===== config.mk =====
export PLATFORM = sky130hd
export DESIGN_NAME = mem_arbiter
export DESIGN_NICKNAME = d
export VERILOG_FILES = /design/src/rtl/mem_arbiter_pkg.sv /design/src/rtl/mem_arbiter.sv
export SDC_FILE = /design/constraint.sdc
export NUM_CORES = 1
export LEC_CHECK = 0
export ABC_AREA = 1
export CORE_AREA = 10 10 110 112
export DETAILED_ROUTE_END_ITERATION = 16
export DIE_AREA = 0 0 120 122
export GPL_ROUTABILITY_DRIVEN = 0
export GPL_TIMING_DRIVEN = 0
export PLACE_DENSITY = 0.87
export SETUP_SLACK_MARGIN = 0.4
export SYNTH_ARGS = -nofsm -noshare
export SYNTH_HDL_FRONTEND = slang
export SYNTH_SLANG_ARGS = --single-unit

===== constraint.sdc =====
create_clock -name clk -period 4.2 [get_ports clk]
set_clock_uncertainty 0.15 [all_clocks]
set_input_delay 0.42 -clock clk [delete_from_list [all_inputs] [get_ports clk]]
set_output_delay 0.42 -clock clk [all_outputs]
set_load 0.05 [all_outputs]

===== src/rtl/mem_arbiter_pkg.sv =====
// Shared definitions for the two-cache memory arbiter: width defaults,
// FSM state encoding and the owner identifier.
package mem_arbiter_pkg;

  localparam int ADDR_W_DEF = 6;
  localparam int DATA_W_DEF = 32;

  typedef enum logic [2:0] {
    IDLE    = 3'd0,
    D_ISSUE = 3'd1,
    D_WAIT  = 3'd2,
    I_ISSUE = 3'd3,
    I_WAIT  = 3'd4,
    DONE    = 3'd5
  } state_t;

  typedef enum logic {
    OWN_D = 1'b0,
    OWN_I = 1'b1
  } owner_t;

endpackage


===== src/rtl/mem_arbiter.sv =====
// Arbitrates one shared block memory between a data cache (read/write) and
// an instruction cache (read only). One transaction at a time:
// IDLE -> x_ISSUE -> x_WAIT -> DONE -> IDLE.
//
// Handshake: a cache holds its request (read/write) and address stable while
// its busywait is high. busywait drops for exactly the DONE cycle of that
// cache's own transaction; at that point the read data register is valid.
// The memory side sees strobes held from ISSUE through WAIT; the memory
// raises m_busywait to accept and lowers it when the block is ready.
module mem_arbiter
  import mem_arbiter_pkg::*;
#(
  parameter int ADDR_W = ADDR_W_DEF,
  parameter int DATA_W = DATA_W_DEF
) (
  input  logic              clk,
  input  logic              reset,
  input  logic              d_read,
  input  logic              d_write,
  input  logic [ADDR_W-1:0] d_address,
  input  logic [DATA_W-1:0] d_writedata,
  output logic [DATA_W-1:0] d_readdata,
  output logic              d_busywait,
  input  logic              i_read,
  input  logic [ADDR_W-1:0] i_address,
  output logic [DATA_W-1:0] i_readdata,
  output logic              i_busywait,
  output logic              m_read,
  output logic              m_write,
  output logic [ADDR_W-1:0] m_address,
  output logic [DATA_W-1:0] m_writedata,
  input  logic [DATA_W-1:0] m_readdata,
  input  logic              m_busywait,
  output state_t            dbg_state
);

  state_t state, state_nxt;
  owner_t owner, last_grant;
  logic   lat_write;
  logic   d_req;
  logic   grant_d, grant_i, capture;

  assign d_req     = d_read | d_write;
  assign dbg_state = state;

  // Next-state, grant decision and state-decoded memory strobes.
  always_comb begin
    state_nxt = state;
    grant_d   = 1'b0;
    grant_i   = 1'b0;
    capture   = 1'b0;
    m_read    = 1'b0;
    m_write   = 1'b0;
    case (state)
      IDLE: begin
        // On a tie the requester that did not own the last transaction wins.
        grant_d = d_req && (!i_read || last_grant == OWN_I);
        grant_i = i_read && !grant_d;
        if (grant_d)      state_nxt = D_ISSUE;
        else if (grant_i) state_nxt = I_ISSUE;
      end
      D_ISSUE, I_ISSUE: begin
        m_read  = !lat_write;
        m_write = lat_write;
        if (m_busywait) state_nxt = (state == D_ISSUE) ? D_WAIT : I_WAIT;
      end
      D_WAIT, I_WAIT: begin
        m_read  = !lat_write;
        m_write = lat_write;
        if (!m_busywait) begin
          capture   = 1'b1;
          state_nxt = DONE;
        end
      end
      DONE:    state_nxt = IDLE;
      default: state_nxt = IDLE;
    endcase
  end

  // State register plus owner/alternation bookkeeping.
  always_ff @(posedge clk) begin
    if (reset) begin
      state      <= IDLE;
      owner      <= OWN_D;
      last_grant <= OWN_I;
    end else begin
      state <= state_nxt;
      if (grant_d)      owner <= OWN_D;
      else if (grant_i) owner <= OWN_I;
      if (state == DONE) last_grant <= owner;
    end
  end

  // Transaction latches that drive the memory address/data bus directly.
  always_ff @(posedge clk) begin
    if (reset) begin
      lat_write   <= 1'b0;
      m_address   <= '0;
      m_writedata <= '0;
    end else if (grant_d) begin
      lat_write   <= d_write;  // read+write together is a write
      m_address   <= d_address;
      m_writedata <= d_writedata;
    end else if (grant_i) begin
      lat_write   <= 1'b0;
      m_address   <= i_address;
      m_writedata <= '0;
    end
  end

  // Read-data capture; a requester that withdrew mid-transaction gets nothing.
  always_ff @(posedge clk) begin
    if (reset) begin
      d_readdata <= '0;
      i_readdata <= '0;
    end else if (capture && !lat_write) begin
      if (owner == OWN_D && d_read) d_readdata <= m_readdata;
      if (owner == OWN_I && i_read) i_readdata <= m_readdata;
    end
  end

  // Stall each cache unless its own transaction is in DONE.
  assign d_busywait = d_req  && !(state == DONE && owner == OWN_D);
  assign i_busywait = i_read && !(state == DONE && owner == OWN_I);

endmodule

**After elaboration in Yosys (flattened, before gate mapping)**

Cells that the tools add are included.

- Register bits: 108
- Logic and storage cells: 60

- Equal/unequal tests: 8
- Multiplexer cells: 18
- Bitwise gates (word level): 2
- Reductions and logical operators: 24

Operator list:

| cell | count |
|---|---|
| $mux W32 | 2 |
| $mux W3 | 5 |
| $mux W6 | 2 |
| $logic_and A1 B1 Y1 | 9 |
| $pmux W3 S3 | 1 |
| $mux W1 | 8 |
| $eq A3 B2 Y1 const B | 2 |
| $eq A3 B3 Y1 const B | 2 |
| $reduce_or A2 Y1 | 3 |
| $logic_not A1 Y1 | 5 |
| $ne A2 B2 Y1 const B | 2 |
| $reduce_and A2 Y1 | 2 |
| $reduce_or A4 Y1 | 1 |
| $eq A3 B1 Y1 const B | 1 |
| $logic_not A3 Y1 | 1 |
| $ne A3 B3 Y1 const B | 1 |
| $reduce_and A3 Y1 | 1 |
| $reduce_bool A2 Y1 | 1 |
| $logic_or A1 B1 Y1 | 1 |
| $not A1 Y1 | 1 |
| $or A1 B1 Y1 | 1 |

**Logic depth before layout (Yosys ltp)**

- Depth after elaboration: 8
- Gate-level depth with buffers: 10

**Least setup slack after synthesis**

No wires, ideal clock.

- Kind: flip-flop to output port
- From: register state[2], in the netlist dbg_state[2]
- To: output port m_read
- Arrival time: 1.853 ns
- Slack: 1.777 ns
- Stages on the path, launching flop included: 6
- Path buffers: 0
- Path through: dfxtp_1 > inv_2 > nand2_2 > and2_4 > a21oi_1 > nor2_1

- Cells in the longest elaborated chain, start to end: 3
- Elaborated cells between the ends (all ways): 6

Ends and longest elaborated chain:

| what | RTL line | text |
|---|---|---|
| start, declared | mem_arbiter.sv:37 | `state_t state, state_nxt;` |
| start signal, assigned | mem_arbiter.sv:87 | `state <= state_nxt;` |
| $eq A3 B1 Y1 (tied with other cells) | mem_arbiter.sv:54 | `case (state)` |
| $reduce_or A4 Y1 (no source line) * | -- |  |
| $mux W1 * | -- |  |
| end, declared | mem_arbiter.sv:28 | `output logic m_read,` |

Every way passes the cells marked *; elsewhere a longest branch is shown, timed or not.

**Worst setup path after layout**

- From: register state[2], in the netlist dbg_state[2]
- To: output port i_busywait

- Cells in the longest elaborated chain, start to end: 4

Ends and longest elaborated chain:

| what | RTL line | text |
|---|---|---|
| $eq A3 B3 Y1 | mem_arbiter.sv:124 | `assign i_busywait = i_read && !(state == DONE && owner == OWN_I);` |
| $logic_and A1 B1 Y1 | mem_arbiter.sv:124 |  |
| $logic_not A1 Y1 | mem_arbiter.sv:124 |  |
| $logic_and A1 B1 Y1 | mem_arbiter.sv:124 |  |
| end, declared | mem_arbiter.sv:27 | `output logic i_busywait,` |

No other way between the ends.

==> results.json <==
{
  "drt_iter0_markers": 354,
  "whs_path_depth": 2,
  "row_count": 37,
  "slowest_delay_ns": 0.71,
  "end_kind": "primary output",
  "whs_endpoint": "m_writedata[3]$_SDFFE_PP0P_",
  "cts_resized": 0,
  "synth_xor_area_share_pct": 0,
  "synth_top_family_by_area": "simple AND/OR/NAND/NOR gates",
  "fin_nets": 936,
  "insertion_delay_ns": 0.37,
  "max_freq_ghz": 0.356,
  "grtUsageTotal_pct": 19.0,
  "cpMaxStageDelayCell": "clkdlybuf4s50_1",
  "synthAdderAreaFrac_pct": 0,
  "worst_slew_pin_slew_ns": 0.585,
  "post_cts_buffers": 0,
  "die_h_um": 122,
  "period_share_pct": 67.0,
  "post_drt_wl_per_cell_um": 14.4,
  "ys_seq_elements": 108,
  "status": "completed",
  "cts_root_buffer": "clkbuf_8",
  "ctsHoldBuffers": 0,
  "ctsLongestPathBuffers": 2,
  "relSlewSlack_pct": 61.0,
  "hold_class": "flop to flop",
  "crit_path_start_kind": "flop",
  "dieArea_um2": 14600,
  "synth.distinct_cells": 22,
  "via_per_inst": 4.59,
  "cts_tree": "done",
  "start_util_pct": 44.1,
  "netlist_area_um2": 4430,
  "fillerInstances": 865,
  "synth_compound_area_share_pct": 6.44,
  "min_period_ns": 2.81,
  "synthCells": 654,
  "critical_path_peak_fanout": 8,
  "cts_htree_levels": 3,
  "place_area_um2": 6490,
  "setup_viol": 0,
  "ant_nets": 0,
  "r2r_slack_ns": 2.51,
  "post-place-ws_ns": 1.62,
  "grt_pass1_vias": 4455,
  "cts_buffers": 9,
  "power_leakage_nw": 3.06,
  "cp.arrival_ns": 2.24,
  "postSynthAreaPerCell_um2": 6.78,
  "tns_ns": 0,
  "yosysWarnings": 0,
  "grt_max_degree": 20,
  "path_clk_slew_ns": 0.10,
  "synth_nets": 736,
  "antenna_found_initial": 0,
  "cts_sinks": 108,
  "insertedDiodeCount": 0,
  "die_x_um": 120,
  "peakVddDrop_uv": 379,
  "finalMaxSlewViolations": 0,
  "worst_path_most_repeated_cell": "nand2_1",
  "path_cells": "inv_2 > nor3_1 > nand2_1 > nand2_1 > inv_1 > clkdlybuf4s50_1",
  "fp.coreArea_um2": 10000,
  "crit_family": "buffers and inverters",
  "totalWireLength_um": 14300,
  "rr_startpoint": "dbg_state[2]$_SDFFE_PP0P_",
  "io_pins": 191,
  "grt_pass1_wl_um": 22500,
  "ys_seq_area_share_pct": 48.8,
  "drive_above_1_share_pct": 5.47,
  "min_from": "m_writedata[3]$_SDFFE_PP0P_",
  "overflow": 0,
  "dr.pass1.iters": 7,
  "r2r_cells": 7,
  "post-dp-hpwl_um": 11200,
  "rsz0062_at_grt": "false",
  "power_density_nw_per_um2": 580,
  "hold_viol_final": 0,
  "synthSimpleGateAreaFrac_pct": 33.8,
  "rr_endpoint": "m_address[5]$_SDFFE_PP0P_",
  "num_vias": 4568,
  "worstSetupPathType": "flop to primary output",
  "worst_slack_ns": 1.39,
  "drv_cap": 0,
  "crit_start": "dbg_state[2]$_SDFFE_PP0P_",
  "crit_buf_inv": 3,
  "synth.mux.area_fraction_pct": 0,
  "numPortBuffers": 189,
  "syn2layout_area_growth_pct": 50.9,
  "drc_errors": 0,
  "worst-endpoint-required_ns": 3.63,
  "final_cell_area_um2": 6690
}
worst max path at each step:
stage | depth (start not counted) | slack (ns) | to
6_report | 6 | 1.39 | i_busywait
5_1_grt | 6 | 1.19 | i_busywait
4_1_cts | 6 | 1.38 | i_busywait
3_5_place_dp | 4 | 1.62 | d_busywait
3_3_place_gp | 4 | 1.61 | d_busywait
2_1_floorplan | 5 | 1.78 | m_read
flip-flops by register name, indices dropped and copies added, names as in the netlist:
signal and flops:
m_address 6, i_readdata 32, m_writedata 32, d_readdata 32, owner 1, dbg_state 3, last_grant 1, lat_write 1
layout by cell type (no fill, tap or decap), drive strengths merged:
cell,n
clkdlybuf4s50,189
nand4,2
a31oi,1
nand2,220
dfxtp,108
inv,81
clkbuf,23
buf,19
clkinv,2
nor3,2
o21ai,13
a21oi,39
o211ai,1
nor2,151
and2,1
clkinvlp,1
nand3,5
nand3b,1
kinds of logic (layout without fill, tap and decap cells):
kind of cell           after synthesis  after routing
buffers and inverters              110            315
AO/OA/AOI/OAI                       54             54
flip-flops                         108            108
AND/OR/NAND/NOR                    382            382
synth_stat cells (all sizes together):
cell,number,share of area [%]
nor3,2,0.23
nor2,151,13
o21ai,13,1.5
nand3b,1,0.17
dfxtp,108,49
buf,19,3.2
nand2,220,19
clkbuf,13,1.1
nand3,5,1.4
inv,78,6.6
nand4,2,0.28
a21oi,39,4.7
o211ai,1,0.17
a31oi,1,0.14
and2,1,0.20
layer usage:
| metal | GRT usage, % | up-vias | wire length (µm) |
|---|---|---|---|
| met5 | 0 | - | 0 |
| met2 | 31.8 | 203 | 6500 |
| met4 | 4.00 | 0 | 173 |
| met1 | 20.4 | 2010 | 5570 |
| met3 | 11.5 | 13 | 2060 |
| li1 | - | 2342 | - |
worst register-to-register path, delay by kind of cell (launching register included):
family                 cells  cell delay, ns
buffers and inverters      3            0.45
AOI/OAI and AO/OA          1            0.23
and+or+nand+nor            3            0.40
DFF                        1            0.36
layout make-up:
cell class              instances  area (µm²)  share of cell area (%)
flip-flops and latches        108        2160                    32.3
repair buffers                189        1890                    28.3
multi-input cells             436        1780                    26.7
inverters                      78         293                    4.38
plain buffers                  32         193                    2.88
well taps                     136         170                    2.54
clock buffers                  10         138                    2.06
clock inverters                 6        56.3                   0.842
report_power, final:
group	internal [mW]	switching (mW)
combinational	0.639	1.29
sequential	1.20	0.105
clock	0.245	0.392
metrics by stage:
stage	total power, mW	util, %	std cells	hold slack, ns
after detailed placement	3.28	64.6	979	0.301
after CTS	3.91	66.6	995	0.318
after global placement	3.25	64.6	979	0.296
after global routing	4.11	66.6	995	0.333
final	3.88	66.6	995	0.314
after floorplan	2.62	-	654	0.316
Power figures use the tool's default switching activity.
